<file path="src/rtl/sp_ram_arbiter_if.sv">
// Per-requester command/response bundle for sp_ram_arbiter.
// The master side is the requester; the slave side is the arbiter.
interface sp_ram_arbiter_if #(
  parameter int ADDR_WIDTH = 6,
  parameter int DATA_WIDTH = 64
);
  logic                  valid;
  logic                  ready;
  logic                  we;
  logic [ADDR_WIDTH-1:0] addr;
  logic [DATA_WIDTH-1:0] wdata;
  logic                  resp_valid;
  logic [DATA_WIDTH-1:0] resp_rdata;

  modport master (
    output valid, we, addr, wdata,
    input  ready, resp_valid, resp_rdata
  );

  modport slave (
    input  valid, we, addr, wdata,
    output ready, resp_valid, resp_rdata
  );
endinterface

</file>
<file path="src/rtl/sp_ram_arbiter.sv">
// Two-requester round-robin arbiter in front of a single-port synchronous RAM.
// Each access takes three cycles: handshake, RAM enable, response.
module sp_ram_arbiter #(
  parameter int ADDR_WIDTH = 6,
  parameter int DATA_WIDTH = 64
) (
  input  logic                  clk,
  input  logic                  rst_n,
  sp_ram_arbiter_if.slave       req0,
  sp_ram_arbiter_if.slave       req1,
  output logic                  ram_cs_n,
  output logic                  ram_we,
  output logic [ADDR_WIDTH-1:0] ram_addr,
  output logic [DATA_WIDTH-1:0] ram_din,
  input  logic [DATA_WIDTH-1:0] ram_dout,
  output logic                  busy
);

  typedef enum logic [1:0] {IDLE, ACCESS, RESP} state_t;

  state_t                state;
  logic                  last_grant;
  logic                  cmd_idx;
  logic                  cmd_we;
  logic [ADDR_WIDTH-1:0] cmd_addr;
  logic [DATA_WIDTH-1:0] cmd_wdata;
  logic                  grant_valid;
  logic                  grant_idx;

  // When both requesters are valid, the one not served last wins.
  // NOTE: every always_comb output gets a default first so no latch is inferred.
  always_comb begin
    grant_valid = 1'b0;
    grant_idx   = 1'b0;
    if (state == IDLE) begin
      grant_valid = req0.valid | req1.valid;
      grant_idx   = (req0.valid && req1.valid) ? ~last_grant : req1.valid;
    end
  end

  assign req0.ready = grant_valid & ~grant_idx;
  assign req1.ready = grant_valid &  grant_idx;

  // NOTE: sequential state uses non-blocking assignments only, so every
  // register samples the pre-edge values of its peers.
  always_ff @(posedge clk or negedge rst_n) begin
    if (!rst_n) begin
      state           <= IDLE;
      last_grant      <= 1'b1;
      cmd_idx         <= 1'b0;
      cmd_we          <= 1'b0;
      cmd_addr        <= '0;
      cmd_wdata       <= '0;
      ram_cs_n        <= 1'b1;
      ram_we          <= 1'b0;
      req0.resp_valid <= 1'b0;
      req1.resp_valid <= 1'b0;
    end else begin
      case (state)
        IDLE: begin
          if (grant_valid) begin
            state      <= ACCESS;
            last_grant <= grant_idx;
            cmd_idx    <= grant_idx;
            cmd_we     <= grant_idx ? req1.we    : req0.we;
            cmd_addr   <= grant_idx ? req1.addr  : req0.addr;
            cmd_wdata  <= grant_idx ? req1.wdata : req0.wdata;
            ram_cs_n   <= 1'b0;
            ram_we     <= grant_idx ? req1.we    : req0.we;
          end
        end
        ACCESS: begin
          state           <= RESP;
          ram_cs_n        <= 1'b1;
          ram_we          <= 1'b0;
          req0.resp_valid <= ~cmd_idx;
          req1.resp_valid <=  cmd_idx;
        end
        RESP: begin
          state           <= IDLE;
          req0.resp_valid <= 1'b0;
          req1.resp_valid <= 1'b0;
        end
        default: state <= IDLE;
      endcase
    end
  end

  assign ram_addr = cmd_addr;
  assign ram_din  = cmd_wdata;
  assign busy     = (state != IDLE);

  // RAM read data arrives registered, i.e. exactly during RESP; writes acknowledge with zero.
  assign req0.resp_rdata = (req0.resp_valid && !cmd_we) ? ram_dout : '0;
  assign req1.resp_rdata = (req1.resp_valid && !cmd_we) ? ram_dout : '0;

endmodule

</file>
<file path="src/flat_wrapper.sv">
// flat-port wrapper written by rule: the top's interface ports become plain ports
module sp_ram_arbiter_flat 
#(
  parameter int ADDR_WIDTH = 6,
  parameter int DATA_WIDTH = 64
)
  (clk, rst_n, ram_cs_n, ram_we, ram_addr, ram_din, ram_dout, busy, req0_valid, req0_we, req0_addr, req0_wdata, req0_ready, req0_resp_valid, req0_resp_rdata, req1_valid, req1_we, req1_addr, req1_wdata, req1_ready, req1_resp_valid, req1_resp_rdata);
  sp_ram_arbiter_if #(.ADDR_WIDTH(ADDR_WIDTH), .DATA_WIDTH(DATA_WIDTH)) req0_i ();
  sp_ram_arbiter_if #(.ADDR_WIDTH(ADDR_WIDTH), .DATA_WIDTH(DATA_WIDTH)) req1_i ();
  input  logic clk;
  input  logic rst_n;
  output logic ram_cs_n;
  output logic ram_we;
  output logic [ADDR_WIDTH-1:0] ram_addr;
  output logic [DATA_WIDTH-1:0] ram_din;
  input  logic [DATA_WIDTH-1:0] ram_dout;
  output logic busy;
  input wire logic [$bits(req0_i.valid)-1:0] req0_valid;
  input wire logic [$bits(req0_i.we)-1:0] req0_we;
  input wire logic [$bits(req0_i.addr)-1:0] req0_addr;
  input wire logic [$bits(req0_i.wdata)-1:0] req0_wdata;
  output wire logic [$bits(req0_i.ready)-1:0] req0_ready;
  output wire logic [$bits(req0_i.resp_valid)-1:0] req0_resp_valid;
  output wire logic [$bits(req0_i.resp_rdata)-1:0] req0_resp_rdata;
  input wire logic [$bits(req1_i.valid)-1:0] req1_valid;
  input wire logic [$bits(req1_i.we)-1:0] req1_we;
  input wire logic [$bits(req1_i.addr)-1:0] req1_addr;
  input wire logic [$bits(req1_i.wdata)-1:0] req1_wdata;
  output wire logic [$bits(req1_i.ready)-1:0] req1_ready;
  output wire logic [$bits(req1_i.resp_valid)-1:0] req1_resp_valid;
  output wire logic [$bits(req1_i.resp_rdata)-1:0] req1_resp_rdata;
  assign req0_i.valid = req0_valid;
  assign req0_i.we = req0_we;
  assign req0_i.addr = req0_addr;
  assign req0_i.wdata = req0_wdata;
  assign req0_ready = req0_i.ready;
  assign req0_resp_valid = req0_i.resp_valid;
  assign req0_resp_rdata = req0_i.resp_rdata;
  assign req1_i.valid = req1_valid;
  assign req1_i.we = req1_we;
  assign req1_i.addr = req1_addr;
  assign req1_i.wdata = req1_wdata;
  assign req1_ready = req1_i.ready;
  assign req1_resp_valid = req1_i.resp_valid;
  assign req1_resp_rdata = req1_i.resp_rdata;
  sp_ram_arbiter #(.ADDR_WIDTH(ADDR_WIDTH), .DATA_WIDTH(DATA_WIDTH)) u_core (.clk(clk), .rst_n(rst_n), .req0(req0_i), .req1(req1_i), .ram_cs_n(ram_cs_n), .ram_we(ram_we), .ram_addr(ram_addr), .ram_din(ram_din), .ram_dout(ram_dout), .busy(busy));
endmodule
</file>
<file path="config.mk">
export PLATFORM = sky130hd
export DESIGN_NAME = sp_ram_arbiter_flat
export DESIGN_NICKNAME = d
export VERILOG_FILES = /design/src/rtl/sp_ram_arbiter_if.sv /design/src/rtl/sp_ram_arbiter.sv /design/src/flat_wrapper.sv
export SDC_FILE = /design/constraint.sdc
export NUM_CORES = 1
export LEC_CHECK = 0
export ABC_AREA = 0
export BUFFER_PORTS_ARGS = -buffer_cell sky130_fd_sc_hd__buf_2
export CAP_MARGIN = 10
export CORE_AREA = 4 4 161 163
export DETAILED_ROUTE_END_ITERATION = 7
export DIE_AREA = 0 0 165 167
export PLACE_DENSITY = 0.48
export SKIP_CTS_REPAIR_TIMING = 1
export SYNTH_ARGS = -nofsm -noshare
export SYNTH_HDL_FRONTEND = slang
export SYNTH_SLANG_ARGS = --single-unit
</file>
<file path="constraint.sdc">
create_clock -name clk -period 1.4 [get_ports clk]
set_input_delay 0.21 -clock clk [delete_from_list [all_inputs] [get_ports clk]]
set_output_delay 0.21 -clock clk [all_outputs]
set_load 0.02 [all_outputs]
</file>
### Yosys cells after proc, flatten, opt, wreduce, memory -nomap -nowiden

Cells that the tools add are included.

* latch bits: 0
* RAM bits: 0
* memories kept: 0
* bits of input ports: 210
* bits in read-only memories: 0
* bits in registers: 79
* output and inout bits: 205
* word-level logic and storage cells: 45

* multipliers: 0
* $add $sub $neg: 0
* order comparisons: 0
* divide/modulo/power cells: 0
* reductions and logical operators: 10
* shifts and indexed selects: 0
* bitwise gates (word level): 6
* multiplexer cells: 16
* equal/unequal tests: 3

Operators by type and width (count)
* 64-bit two-way mux: 3
* 1-bit case mux with 2 select lines: 4
* 1-bit two-way mux: 6
* 6-bit two-way mux: 1
* 2-bit nonzero test: 3
* 2-bit case mux with 2 select lines: 1
* 2-bit AND reduction: 2
* 1-bit logical AND: 3
* 1-bit inverter: 3
* 1-bit AND: 2
* 2-bit by 1-bit equality test with 1-bit output, second input constant: 1
* 2-bit equality test, second input constant: 1
* 2-bit logical NOT: 1
* 2-bit two-way mux: 1
* 2-bit by 1-bit != test with 1-bit output, second input constant: 1
* 1-bit logical NOT: 1
* 1-bit bitwise OR: 1

### Logic depth before layout (Yosys ltp)

* depth after elaboration: 6
* depth in mapped cells: 8
* depth with buffers taken out: 6

### Worst setup path before layout

OpenSTA, ideal clock, no wires.

* path kind: flip-flop to output port
* start point: register u_core.state[0]
* end point: output req0_ready
* data required time: 1.190 ns
* arrival time: 1.382 ns
* stages on the path, launching flop included: 7
* path buffers: 1
* setup slack: -0.192 ns
* cell sequence: dfrtp_1 > inv_1 > ha_1 > nand3_2 > buf_4 > inv_1 > nor2_1

* longest elaborated chain between the ends: 4
* elaborated cells on any way between the ends: 5
* those cells by class: mux: 2; bitwise: 2; reduce/logical: 1

Ends and longest elaborated chain
* start, declared: RTL line sp_ram_arbiter.sv:21 `state_t state;`
* start signal, assigned: RTL line sp_ram_arbiter.sv:48 `state <= IDLE;`
* start signal, assigned: RTL line sp_ram_arbiter.sv:62 `state <= ACCESS;`
* start signal, assigned: RTL line sp_ram_arbiter.sv:73 `state <= RESP;`
* 2-bit logical NOT *: RTL line sp_ram_arbiter.sv:35 `if (state == IDLE) begin`
* 1-bit two-way mux: RTL line sp_ram_arbiter.sv:35
* 1-bit inverter: RTL line sp_ram_arbiter.sv:41 `assign req0.ready = grant_valid & ~grant_idx;`
* 1-bit AND *: RTL line sp_ram_arbiter.sv:41
* end, declared: RTL line flat_wrapper.sv:22 `output wire logic [$bits(req0_i.ready)-1:0] req0_ready;`

Mark *: on every way between the ends. The rest lies on a longest branch, timed or not.

### Final worst setup path

* start point: register u_core.cmd_we
* end point: output req1_resp_rdata[49]

* longest elaborated chain between the ends: 3

Ends and longest elaborated chain
* start, declared: RTL line sp_ram_arbiter.sv:24 `logic cmd_we;`
* start signal, assigned: RTL line sp_ram_arbiter.sv:65 `cmd_we <= grant_idx ? req1.we : req0.we;`
* 1-bit logical NOT: RTL line sp_ram_arbiter.sv:95 `assign req1.resp_rdata = (req1.resp_valid && !cmd_we) ? ram_dout : '0;`
* 1-bit logical AND: RTL line sp_ram_arbiter.sv:95
* 64-bit two-way mux: RTL line sp_ram_arbiter.sv:95
* end, declared: RTL line flat_wrapper.sv:31 `output wire logic [$bits(req1_i.resp_rdata)-1:0] req1_resp_rdata;`

Every way passes these cells.

==> metrics <==
Psw roughly 9.3 mW; Pre-antenna DRT Iters 4; Max Root-Sink Buffers 2; Site Rows 57; Slew @ Worst Pin slightly above 400 ps; Slew headroom roughly three quarters; Reg2Reg Depth 9; GRT Overall Usage 13.56%; largest family of logic cells by synthesized area simple AND/OR/NAND/NOR gates; setup_tns -41920 ps; Core Footprint roughly 24000 um2; pin count of the biggest net entering global routing 65; failing checks negative setup slack; Compound-Gate Fraction of Synth Area 8.573%; layout net count 1163; Reg clk slew, reported paths 70 ps; CTS tree yes; fin crit period 1733 ps; CTS sink count 79; fillers about 2400; post-synthesis mux area share 16.02%; fraction of layout cells with a size suffix above 1 75.05%; IO Port Bufs 414; Top-Level Pins 415; synth unique cells 24; Final Hold Fails 0; Mapped Nets 706; Congestion Overflow GR 0; Max FO, Critical Path 12; period utilization 123.8%; syn_area_per_cell 9.285 um2; sequential group share of total power between 20% and 30%; hold path cells 3; vias ~5200; Worst Setup Slack, final -333.2 ps; startpoint types flop; Pwr Total 21.25 mW; die area 27560 um2; Syn Inst Count 492; Iteration-0 DRC Markers 137; commonest non-fill, non-tap cell in the layout buf_2; max-slew violation count 0; worst path cell trace nor2_4 -> buf_12 -> clkbuf_16 -> and2_2 -> buf_6; placer congestion estimate 0.7589; switching fraction of total power 43.74%; first-pass GRT wire length 28.61 mm; fmax 577.0 MHz; Post-Synth Adder-Cell Area 1.096%; Die X roughly 170 um; final wirelength 23.20 mm; register area share after synthesis 43.33%; Critical Path Max Stage Delay 450 ps; Crit-path slowest cell dfrtp_2; Yosys Warn Count 0; Mapped Area 4568 um2; Peak supply drop roughly 0.89 mV; worst skew pair latency roughly 340 ps; Power Internal ~12 mW; H-tree levels 3; xor and xnor area share after synthesis 0%; initial antenna violation count 4; via-per-instance ratio 4.091; chip height 167 um; number of global-route vias before repair 4779; critical path type flop to primary output; Initial Util 18.78%; Final HPWL DP 16.60 mm; most frequent cells in the layout buf_2 (307), and2_2 (106), dfrtp_1 (76); Yosys reg bits 79; Clock Skew 10.02 ps; combinational share of power 67.9%; Hold WC Path Type input pin to flop; Power Density 2282 nW/um2; max-cap viol count 0; outcome finished with violations; Synth Area in Simple Gates 25.14%; RSZ-0062 raised after global routing true; Clk Tree Root Cell clkbuf_16; total CTS buffers 9; Pleak 5.053 nW; Worst EP arrival 1520 ps; Finish-stage setup viols 204; post-DR wirelength/cell 18.13 um; Antenna Violating Nets Remaining 0; Clk pwr share 12.1%; DRC viols 0; Area Growth Syn to Fin 103.9%; crit path capture type primary output; critical path required time 1190 ps
## kinds of logic (layout without fill, tap and decap cells)
group	Yosys count	count (layout)
AND/OR/NAND/NOR	217	217
adder cells (fa/ha/maj)	4	4
buffers and inverters	42	504
multiplexers	73	73
flip-flops	79	79
other	0	2
AO/OA/AOI/OAI	77	77
## routing by layer
metal	routed length, um	vias to the layer above	track usage, %
li1	-	2532	-
met1	8270	2398	14.36
met2	12180	275	24.38
met3	2129	27	5.091
met4	592	4	4.738
met5	27	-	0
## cell usage after synthesis (all sizes together)
cell,n,share of area [%]
a21oi,1,0.11
mux2,1,0.25
o21ai,75,8.3
ha,4,1.1
nand2,80,6.6
nand3,2,0.33
and2,128,18
nor2b,1,0.14
inv,5,0.41
dfstp,2,1.2
buf,17,3.7
o31ai,1,0.16
nor2,5,0.41
clkbuf,20,1.7
nand3b,1,0.16
mux2i,72,16
dfrtp,77,42
## metrics by stage
stage	utilization (%)	hold WS (ps)	area (um2)	worst slack (ps)	instances
floorplan	-	-85.59	4748	-2.830	492
detailed placement	30.00	217.4	7297	-81.39	1217
global route	38.29	121.1	9311	-397.1	1279
global placement	30.00	209.5	7297	-72.83	1217
CTS	31.33	-162.0	7619	-461.9	1233
finish	38.30	136.5	9314	-333.2	1280
## power by group through the flow
| stage | registers [mW] | clock network (mW) | logic, mW |
|---|---|---|---|
| detailed placement | 4.05 | 0 | 10.4 |
| finish | 4.25 | 2.58 | 14.4 |
| floorplan | 5.32 | 0 | 5.32 |
| global placement | 4.05 | 0 | 10.4 |
| global route | 4.41 | 2.76 | 15.4 |
| CTS | 4.05 | 2.68 | 10.4 |
## critical path: cells and delay by family, from the launching register on
family                 cells  cell delay, ps
flip-flops                 1             450
AND/OR/NAND/NOR            2             320
buffers and inverters      3             420
## final cells by class
class	count	area [um2]	share of cell area (%)
repair buffers	483	3666	39.36
multi-input cells	371	2910	31.25
flip-flops and latches	79	1981	21.27
well taps	324	405.4	4.353
clock buffers	10	229.0	2.458
clock inverters	6	92.59	0.9941
inverters	5	25.02	0.2687
diodes	2	5.005	0.05373
## worst paths after layout
path	end	start	slack, ps
max	req1_resp_rdata[49]	u_core.cmd_we	-330
min	u_core.ram_addr[3]	req1_addr[3]	140
max reg2reg	u_core.ram_din[22]	u_core.state[0]	-140
min reg2reg	u_core.ram_din[47]	u_core.ram_din[47]	480
max in group asynchronous	u_core.last_grant	rst_n	590
min in group asynchronous	u_core.ram_din[33]	rst_n	390
## sequential cells by signal, summed over array words and instances (netlist names)
signal	flops
u_core.cmd_we	1
u_core.req1.resp_valid	1
u_core.ram_cs_n	1
u_core.req0.resp_valid	1
u_core.ram_we	1
u_core.cmd_idx	1
u_core.ram_addr	6
u_core.last_grant	1
u_core.state	2
u_core.ram_din	64
No activity file was read; power rests on OpenSTA's default activity.
